### src/rtl/vga_scene_scanner_pkg.sv
// Shared 640x480@60 timing, colour and scene-size constants for the VGA scene scanner.
// The VGA_SCANNER_GRID_EN macro is consumed by vga_scene_scanner.sv.
package vga_scene_scanner_pkg;

    localparam int scene_width_p  = 10;
    localparam int scene_height_p = 20;

    localparam logic [9:0] H_VIS  = 10'd640;
    localparam logic [9:0] H_FP   = 10'd16;
    localparam logic [9:0] H_SYNC = 10'd96;
    localparam logic [9:0] H_BP   = 10'd48;
    localparam logic [9:0] H_TOT  = H_VIS + H_FP + H_SYNC + H_BP;

    localparam logic [9:0] V_VIS  = 10'd480;
    localparam logic [9:0] V_FP   = 10'd10;
    localparam logic [9:0] V_SYNC = 10'd2;
    localparam logic [9:0] V_BP   = 10'd33;
    localparam logic [9:0] V_TOT  = V_VIS + V_FP + V_SYNC + V_BP;

    localparam logic [9:0] H_SYNC_S = H_VIS + H_FP;
    localparam logic [9:0] H_SYNC_E = H_SYNC_S + H_SYNC;
    localparam logic [9:0] V_SYNC_S = V_VIS + V_FP;
    localparam logic [9:0] V_SYNC_E = V_SYNC_S + V_SYNC;

    localparam logic [11:0] COL_BLANK = 12'h000;
    localparam logic [11:0] COL_CM    = 12'h0FF;
    localparam logic [11:0] COL_MM    = 12'hFFF;
    localparam logic [11:0] COL_LOSE  = 12'hF00;
    localparam logic [11:0] COL_EMPTY = 12'h111;
    localparam logic [11:0] COL_GRID  = 12'h333;
    localparam logic [11:0] COL_NEXT  = 12'hFF0;

    typedef struct packed {
        logic vis;
        logic field;
        logic next;
        logic hs;
        logic vs;
        logic pbit;
        logic grid;
    } s1_t;

    localparam s1_t S1_RST = '{vis: 1'b0, field: 1'b0, next: 1'b0,
                               hs: 1'b1, vs: 1'b1, pbit: 1'b0,
                               grid: 1'b0};

endpackage

### src/rtl/vga_timing_gen.sv
// 640x480@60 horizontal/vertical counters with sync levels, visible flag
// and a registered frame-start pulse.
module vga_timing_gen
    import vga_scene_scanner_pkg::*;
(
    input  logic       clk,
    input  logic       rst_n,
    output logic [9:0] h_cnt,
    output logic [9:0] v_cnt,
    output logic       hs,
    output logic       vs,
    output logic       vis,
    output logic       frame_start
);

    always_ff @(posedge clk or negedge rst_n) begin
        if (!rst_n) begin
            h_cnt       <= '0;
            v_cnt       <= '0;
            frame_start <= 1'b0;
        end else begin
            frame_start <= (h_cnt == 10'd0) && (v_cnt == 10'd0);
            if (h_cnt == H_TOT - 10'd1) begin
                h_cnt <= '0;
                v_cnt <= (v_cnt == V_TOT - 10'd1) ? 10'd0 : v_cnt + 10'd1;
            end else begin
                h_cnt <= h_cnt + 10'd1;
            end
        end
    end

    assign hs  = !((h_cnt >= H_SYNC_S) && (h_cnt < H_SYNC_E));
    assign vs  = !((v_cnt >= V_SYNC_S) && (v_cnt < V_SYNC_E));
    assign vis = (h_cnt < H_VIS) && (v_cnt < V_VIS);

endmodule

### src/rtl/vga_scene_scanner.sv
// VGA scanner: fetches playfield cells from the game logic, renders field and
// next-block preview. Define VGA_SCANNER_GRID_EN to draw a 1-px cell grid.
module vga_scene_scanner
    import vga_scene_scanner_pkg::*;
#(
    parameter int width_p    = scene_width_p,
    parameter int height_p   = scene_height_p,
    parameter int cell_px_p  = 16,
    parameter int field_x0_p = 240,
    parameter int field_y0_p = 80,
    parameter int next_x0_p  = 432,
    parameter int next_y0_p  = 80
) (
    input  logic                        clk_i,
    input  logic                        reset_n_i,
    output logic [$clog2(width_p)-1:0]  dis_logic_x_o,
    output logic [$clog2(height_p)-1:0] dis_logic_y_o,
    input  logic                        dis_logic_mm_i,
    input  logic                        dis_logic_cm_i,
    input  logic [3:0][3:0]             dis_logic_next_block_i,
    input  logic                        lose_i,
    output logic                        hsync_o,
    output logic                        vsync_o,
    output logic [11:0]                 rgb_o,
    output logic                        frame_start_o
);

    localparam int CS = $clog2(cell_px_p);
    localparam int XW = $clog2(width_p);
    localparam int YW = $clog2(height_p);

    localparam logic [9:0] FX0 = 10'(field_x0_p);
    localparam logic [9:0] FX1 = 10'(field_x0_p + width_p * cell_px_p);
    localparam logic [9:0] FY0 = 10'(field_y0_p);
    localparam logic [9:0] FY1 = 10'(field_y0_p + height_p * cell_px_p);
    localparam logic [9:0] NX0 = 10'(next_x0_p);
    localparam logic [9:0] NX1 = 10'(next_x0_p + 4 * cell_px_p);
    localparam logic [9:0] NY0 = 10'(next_y0_p);
    localparam logic [9:0] NY1 = 10'(next_y0_p + 4 * cell_px_p);
    localparam logic [9:0] XMAX = 10'(width_p - 1);
    localparam logic [9:0] YMAX = 10'(height_p - 1);

    logic [9:0] h_cnt;
    logic [9:0] v_cnt;
    logic       hs;
    logic       vs;
    logic       vis;

    vga_timing_gen u_timing (
        .clk         (clk_i),
        .rst_n       (reset_n_i),
        .h_cnt       (h_cnt),
        .v_cnt       (v_cnt),
        .hs          (hs),
        .vs          (vs),
        .vis         (vis),
        .frame_start (frame_start_o)
    );

    logic [3:0][3:0] next_q;
    logic            lose_q;

    logic [9:0] dx, dy, nx, ny;
    logic [9:0] cx, cy;
    logic [1:0] pr, pc;
    logic       in_field;
    logic       in_next;
    s1_t        s1_d;
    s1_t        s1_q;

    always_comb begin
        dx = h_cnt - FX0;
        dy = v_cnt - FY0;
        nx = h_cnt - NX0;
        ny = v_cnt - NY0;
        in_field = (h_cnt >= FX0) && (h_cnt < FX1) &&
                   (v_cnt >= FY0) && (v_cnt < FY1);
        in_next  = (h_cnt >= NX0) && (h_cnt < NX1) &&
                   (v_cnt >= NY0) && (v_cnt < NY1);
        // Cell sizes are powers of two, so indexing is a shift.
        cx = dx >> CS;
        cy = dy >> CS;
        if (cx > XMAX) cx = XMAX;
        if (cy > YMAX) cy = YMAX;
        pr = 2'(ny >> CS);
        pc = 2'(nx >> CS);
        s1_d       = S1_RST;
        s1_d.vis   = vis;
        s1_d.field = in_field;
        s1_d.next  = in_next;
        s1_d.hs    = hs;
        s1_d.vs    = vs;
        s1_d.pbit  = in_next && next_q[pr][pc];
`ifdef VGA_SCANNER_GRID_EN
        s1_d.grid  = (dx[CS-1:0] == '0) || (dy[CS-1:0] == '0);
`else
        s1_d.grid  = 1'b0;
`endif
    end

    always_ff @(posedge clk_i or negedge reset_n_i) begin
        if (!reset_n_i) begin
            dis_logic_x_o <= '0;
            dis_logic_y_o <= '0;
            s1_q          <= S1_RST;
        end else begin
            dis_logic_x_o <= in_field ? XW'(cx) : '0;
            dis_logic_y_o <= in_field ? YW'(cy) : '0;
            s1_q          <= s1_d;
        end
    end

    // Preview and lose are sampled on the first blank line so a frame never tears.
    always_ff @(posedge clk_i or negedge reset_n_i) begin
        if (!reset_n_i) begin
            next_q <= '0;
            lose_q <= 1'b0;
        end else if ((h_cnt == 10'd0) && (v_cnt == V_VIS)) begin
            next_q <= dis_logic_next_block_i;
            lose_q <= lose_i;
        end
    end

    logic [11:0] rgb_d;

    always_comb begin
        rgb_d = COL_BLANK;
        if (s1_q.vis) begin
            if (s1_q.field) begin
                if (dis_logic_cm_i)      rgb_d = COL_CM;
                else if (dis_logic_mm_i) rgb_d = lose_q ? COL_LOSE : COL_MM;
                else if (s1_q.grid)      rgb_d = COL_GRID;
                else                     rgb_d = COL_EMPTY;
            end else if (s1_q.next && s1_q.pbit) begin
                rgb_d = COL_NEXT;
            end
        end
    end

    always_ff @(posedge clk_i or negedge reset_n_i) begin
        if (!reset_n_i) begin
            rgb_o   <= COL_BLANK;
            hsync_o <= 1'b1;
            vsync_o <= 1'b1;
        end else begin
            rgb_o   <= rgb_d;
            hsync_o <= s1_q.hs;
            vsync_o <= s1_q.vs;
        end
    end

endmodule
### config.mk
export PLATFORM = sky130hd
export DESIGN_NAME = vga_scene_scanner
export DESIGN_NICKNAME = d
export VERILOG_FILES = /design/src/rtl/vga_scene_scanner_pkg.sv /design/src/rtl/vga_timing_gen.sv /design/src/rtl/vga_scene_scanner.sv
export SDC_FILE = /design/constraint.sdc
export NUM_CORES = 1
export LEC_CHECK = 0
export CORE_UTILIZATION = 50
export CTS_CLUSTER_DIAMETER = 50
export DETAILED_ROUTE_END_ITERATION = 16
export PLACE_DENSITY_LB_ADDON = 0.12
export SKIP_CTS_REPAIR_TIMING = 1
export SLEW_MARGIN = 20
export SYNTH_ARGS = -nofsm -noshare
export SYNTH_HDL_FRONTEND = slang
export SYNTH_SLANG_ARGS = --single-unit
### constraint.sdc
create_clock -name clk_i -period 2.5 [get_ports clk_i]
set_clock_uncertainty 0.15 [all_clocks]
set_input_delay 0.5 -clock clk_i [delete_from_list [all_inputs] [get_ports clk_i]]
set_output_delay 0.5 -clock clk_i [all_outputs]
set_load 0.005 [all_outputs]
==> flow_summary_export.csv <==
group,metric,value,unit
cells_and_area,count_of_inserted_antenna_diode_cells,0,
critical_path,r2r_end,"s1_q[1]",
sta,slew_at_the_pin_closest_to_its_max_slew_limit,534,ps
cells_and_area,most_common_library_cell_in_the_layout_ignoring_fill_and_taps,"dfrtp_1",
detailed_routing,route.final.wire_length,6130,µm
pwr,power.clock.fraction,48.5,%
critical_path,worst_setup_path_end_kind,"flop",
die,coreArea,0.00610,mm²
sta,finalCriticalPeriod,2260,ps
critical_path,cell_by_cell_trace_of_the_critical_path,"inv_1, ha_1, mux4_2, mux2_2, o211a_1",
die,initial_core_util,53.2,%
critical_path,worst_ep_arrival_time,2350,ps
yosys,post_synth_main_area_contributors,"dfrtp_1 (44%), ha_1 (5.0%), mux2_4 (4.6%)",
critical_path,critPathMaxStageDelay,520,ps
clock_tree,h_tree_depth,3,
critical_path,cp.depth,5,
flow_run,max_cap_violations,0,
critical_path,worst_r2r_startpoint,"u_timing.v_cnt[5]",
global_routing,first_pass_grt_wire_length,10400,µm
sta,post_route_worst_setup_slack,241,ps
min_path,holdCritPathClass,"reg2reg",
critical_path,reg2regPathDepth,5,
critical_path,crit_path_start_kind,"flop",
die,ioPinCount,45,
yosys,seq_area_frac_synth,47.3,%
yosys,synth.distinct_cells,58,
cells_and_area,design.final.nets,364,
sta,worst_slew_margin_rel,64.4,%
global_routing,grt_max_degree,24,
run_status,run_status,"finished clean",
clock_tree,register_clock_pin_slew_on_the_reported_worst_setup_and_hold_paths,70,ps
critical_path,critical_path_peak_fanout,8,
clock_tree,numCtsBuffers,9,
yosys,post_synth_top_area_cell,"dfrtp_1",
clock_tree,numClockSinks,61,
placed_design,gp_congestion,0.809,
global_routing,first_global_vias,2155,
clock_tree,clock_tree_from_tritoncts,"built",
critical_path,critical_path_required,2590,ps
yosys,ys.flop_type,"dfrtp_1",
sta,fin_crit_sh,90.4,%
detailed_routing,drt_first_iter_violations,178,
cells_and_area,area_growth,20.8,%
sta,final_max_slew_viol_count,0,
placed_design,i_o_buffers,44,
critical_path,worst_setup_path_endpoint,"s1_q[1]",
sta,report.final.setup_viol,0,
global_routing,number_of_antenna_violations_at_the_first_check_in_global_routing,0,
die,height_of_the_die,82.5,µm
critical_path,criticalPathCategory,"reg2reg",
pwr,power.leakage,1.79,nW
pwr,power-per-cell-area,516,mW/mm²
pwr,net_switching_fraction_of_the_power,20.5,%
critical_path,critPathTopFamily,"multiplexers",
critical_path,worst-path-buf-inv,1,
yosys,yosysWarningCount,0,
pwr,total_switching_power,0.414,mW
sta,tns,0,ps
min_path,holdCritStartpoint,"s1_q[2]",
yosys,synthArstFlopShare,100,%
pwr,p_int,1.61,mW
detailed_routing,viasPerCell,5.50,
detailed_routing,drtPass1Iterations,4,
critical_path,timing.critical_path.slowest_stage_cell,"ha_1",
yosys,synth_cells,289,
die,die_area,0.00681,mm²
cells_and_area,drive_above_1_share,17.3,%
yosys,postSynthNetCount,323,
yosys,yosysTopAreaCellShare,44.0,%
sta,highest_clock_frequency_the_design_can_meet,0.443,GHz
yosys,number_of_register_bits_inferred_by_synthesis,61,
global_routing,grt-ovfl-total,0,
die,placementRows,28,
placed_design,place_hpwl,4370,µm
clock_tree,cts_root_buf,"clkbuf_8",
pwr,seq_power_share,48.8,%
detailed_routing,drc,0,
sta,timing.final.hold_violations,0,
detailed_routing,post_drt_wl_per_cell,14.9,µm
pwr,power_frac_comb,2.7,%
detailed_routing,ant_nets,0,
pwr,max-vdd-ir-drop,0.000383,V
critical_path,r2r_setup_slack,240,ps
placed_design,placement.setup.worst_slack,262,ps
clock_tree,ctsLongestPathBuffers,2,
yosys,syn_std_cell_area,0.00324,mm²
clock_tree,clock_latency,340,ps
detailed_routing,vias,2255,
critical_path,critPathLaunch,"u_timing.v_cnt[5]",
cells_and_area,n_fill_cell,488,
yosys,synth_edf_count,0,
die,die_width,82.5,µm
sta,grt_setup_unrepaired,"false",
global_routing,grt_usage,20.9,%
yosys,syn_area_cell,11.2,µm²
cells_and_area,mostFrequentLayoutCells,"dfrtp_1 (57), clkdlybuf4s50_1 (43), nor2_1 (20)",
==> metal layers <==
metal,track usage [%],part of all wire [%],up-vias
met1,29.6,49,1082
li1,-,-,1106
met2,30.7,45,59
met4,8.28,1.5,0
met5,0,0,-
met3,5.05,4.4,8
==> cell usage after synthesis (2+ instances only) <==
cell type   n
ha_1       13
clkbuf_1    5
nor2b_1     2
nor2_1     20
buf_4       9
nand2_1    16
and4_1      2
xor2_1      7
o21ai_0    11
and3b_1     2
nor4_1      3
buf_2       4
mux4_2      4
nand2b_1    4
nand4_1     9
mux2i_1     2
nor3b_1     2
mux2_4     10
a41oi_1     2
a31oi_1     2
buf_6       2
nand3_1    11
and3_1      6
inv_1      15
a211oi_1    3
xnor2_1     9
dfstp_2     4
a21o_1      4
a21oi_1     9
dfrtp_1    57
o2111ai_1   2
and2_1      2
nor3_1      4
mux2_2      8
==> final cells by class <==
cell class	instances	area, µm²	share of cell area (%)
Multi-Input combinational cell	192	1500	38.4
Clock buffer	11	141	3.61
Inverter	15	56.3	1.44
Timing Repair Buffer	51	503	12.9
Tap cell	75	93.8	2.40
Clock inverter	5	83.8	2.14
Sequential cell	61	1530	39.1
==> state kept, by name (all words and copies together), names as in the netlist, 4 cells and up <==
register / count
s1_q: 6
next_q: 16
dis_logic_x_o: 4
u_timing.v_cnt: 10
u_timing.h_cnt: 10
dis_logic_y_o: 5
rgb_o: 6
==> worst min path at each step <==
stage	end	slack, ps	depth (start not counted)
global route	vsync_o	210	0
global placement	vsync_o	200	0
detailed placement	vsync_o	200	0
finish	vsync_o	210	0
CTS	lose_q	-90	1
floorplan	dis_logic_x_o[0]	50	0
==> stage by stage <==
stage | area [µm²] | hold WS (ps) | util (%) | instances | power (mW)
floorplan | 3240 | 54.4 | - | 289 | 1.01
global placement | 3680 | 196 | 60.3 | 393 | 1.06
detailed placement | 3680 | 199 | 60.3 | 393 | 1.06
CTS | 3900 | -85.2 | 64.0 | 409 | 2.04
global route | 3910 | 212 | 64.2 | 410 | 2.10
finish | 3910 | 207 | 64.2 | 410 | 2.02
==> cells by family (layout without fill, tap and decap cells) <==
group	count (synthesis)	after routing	share of synthesized area [%]
xor gates and xnor gates	16	16	4.32
DFF	61	61	47.3
and+or+nand+nor	94	94	16.6
buffers and inverters	36	82	6.33
AOI/OAI and AO/OA	45	45	9.65
muxes	24	24	10.8
adders and majority gates	13	13	5.02
==> power groups by stage <==
stage | combinational (mW) | sequential [mW] | clock [mW]
final | 0.0540 | 0.987 | 0.980
after global routing | 0.0608 | 0.986 | 1.05
after CTS | 0.0552 | 0.987 | 0.998
after detailed placement | 0.0552 | 1.01 | 0
after global placement | 0.0544 | 1.01 | 0
after floorplan | 0.00182 | 1.01 | 0
Note: power is estimated with default switching activity, not from simulation.
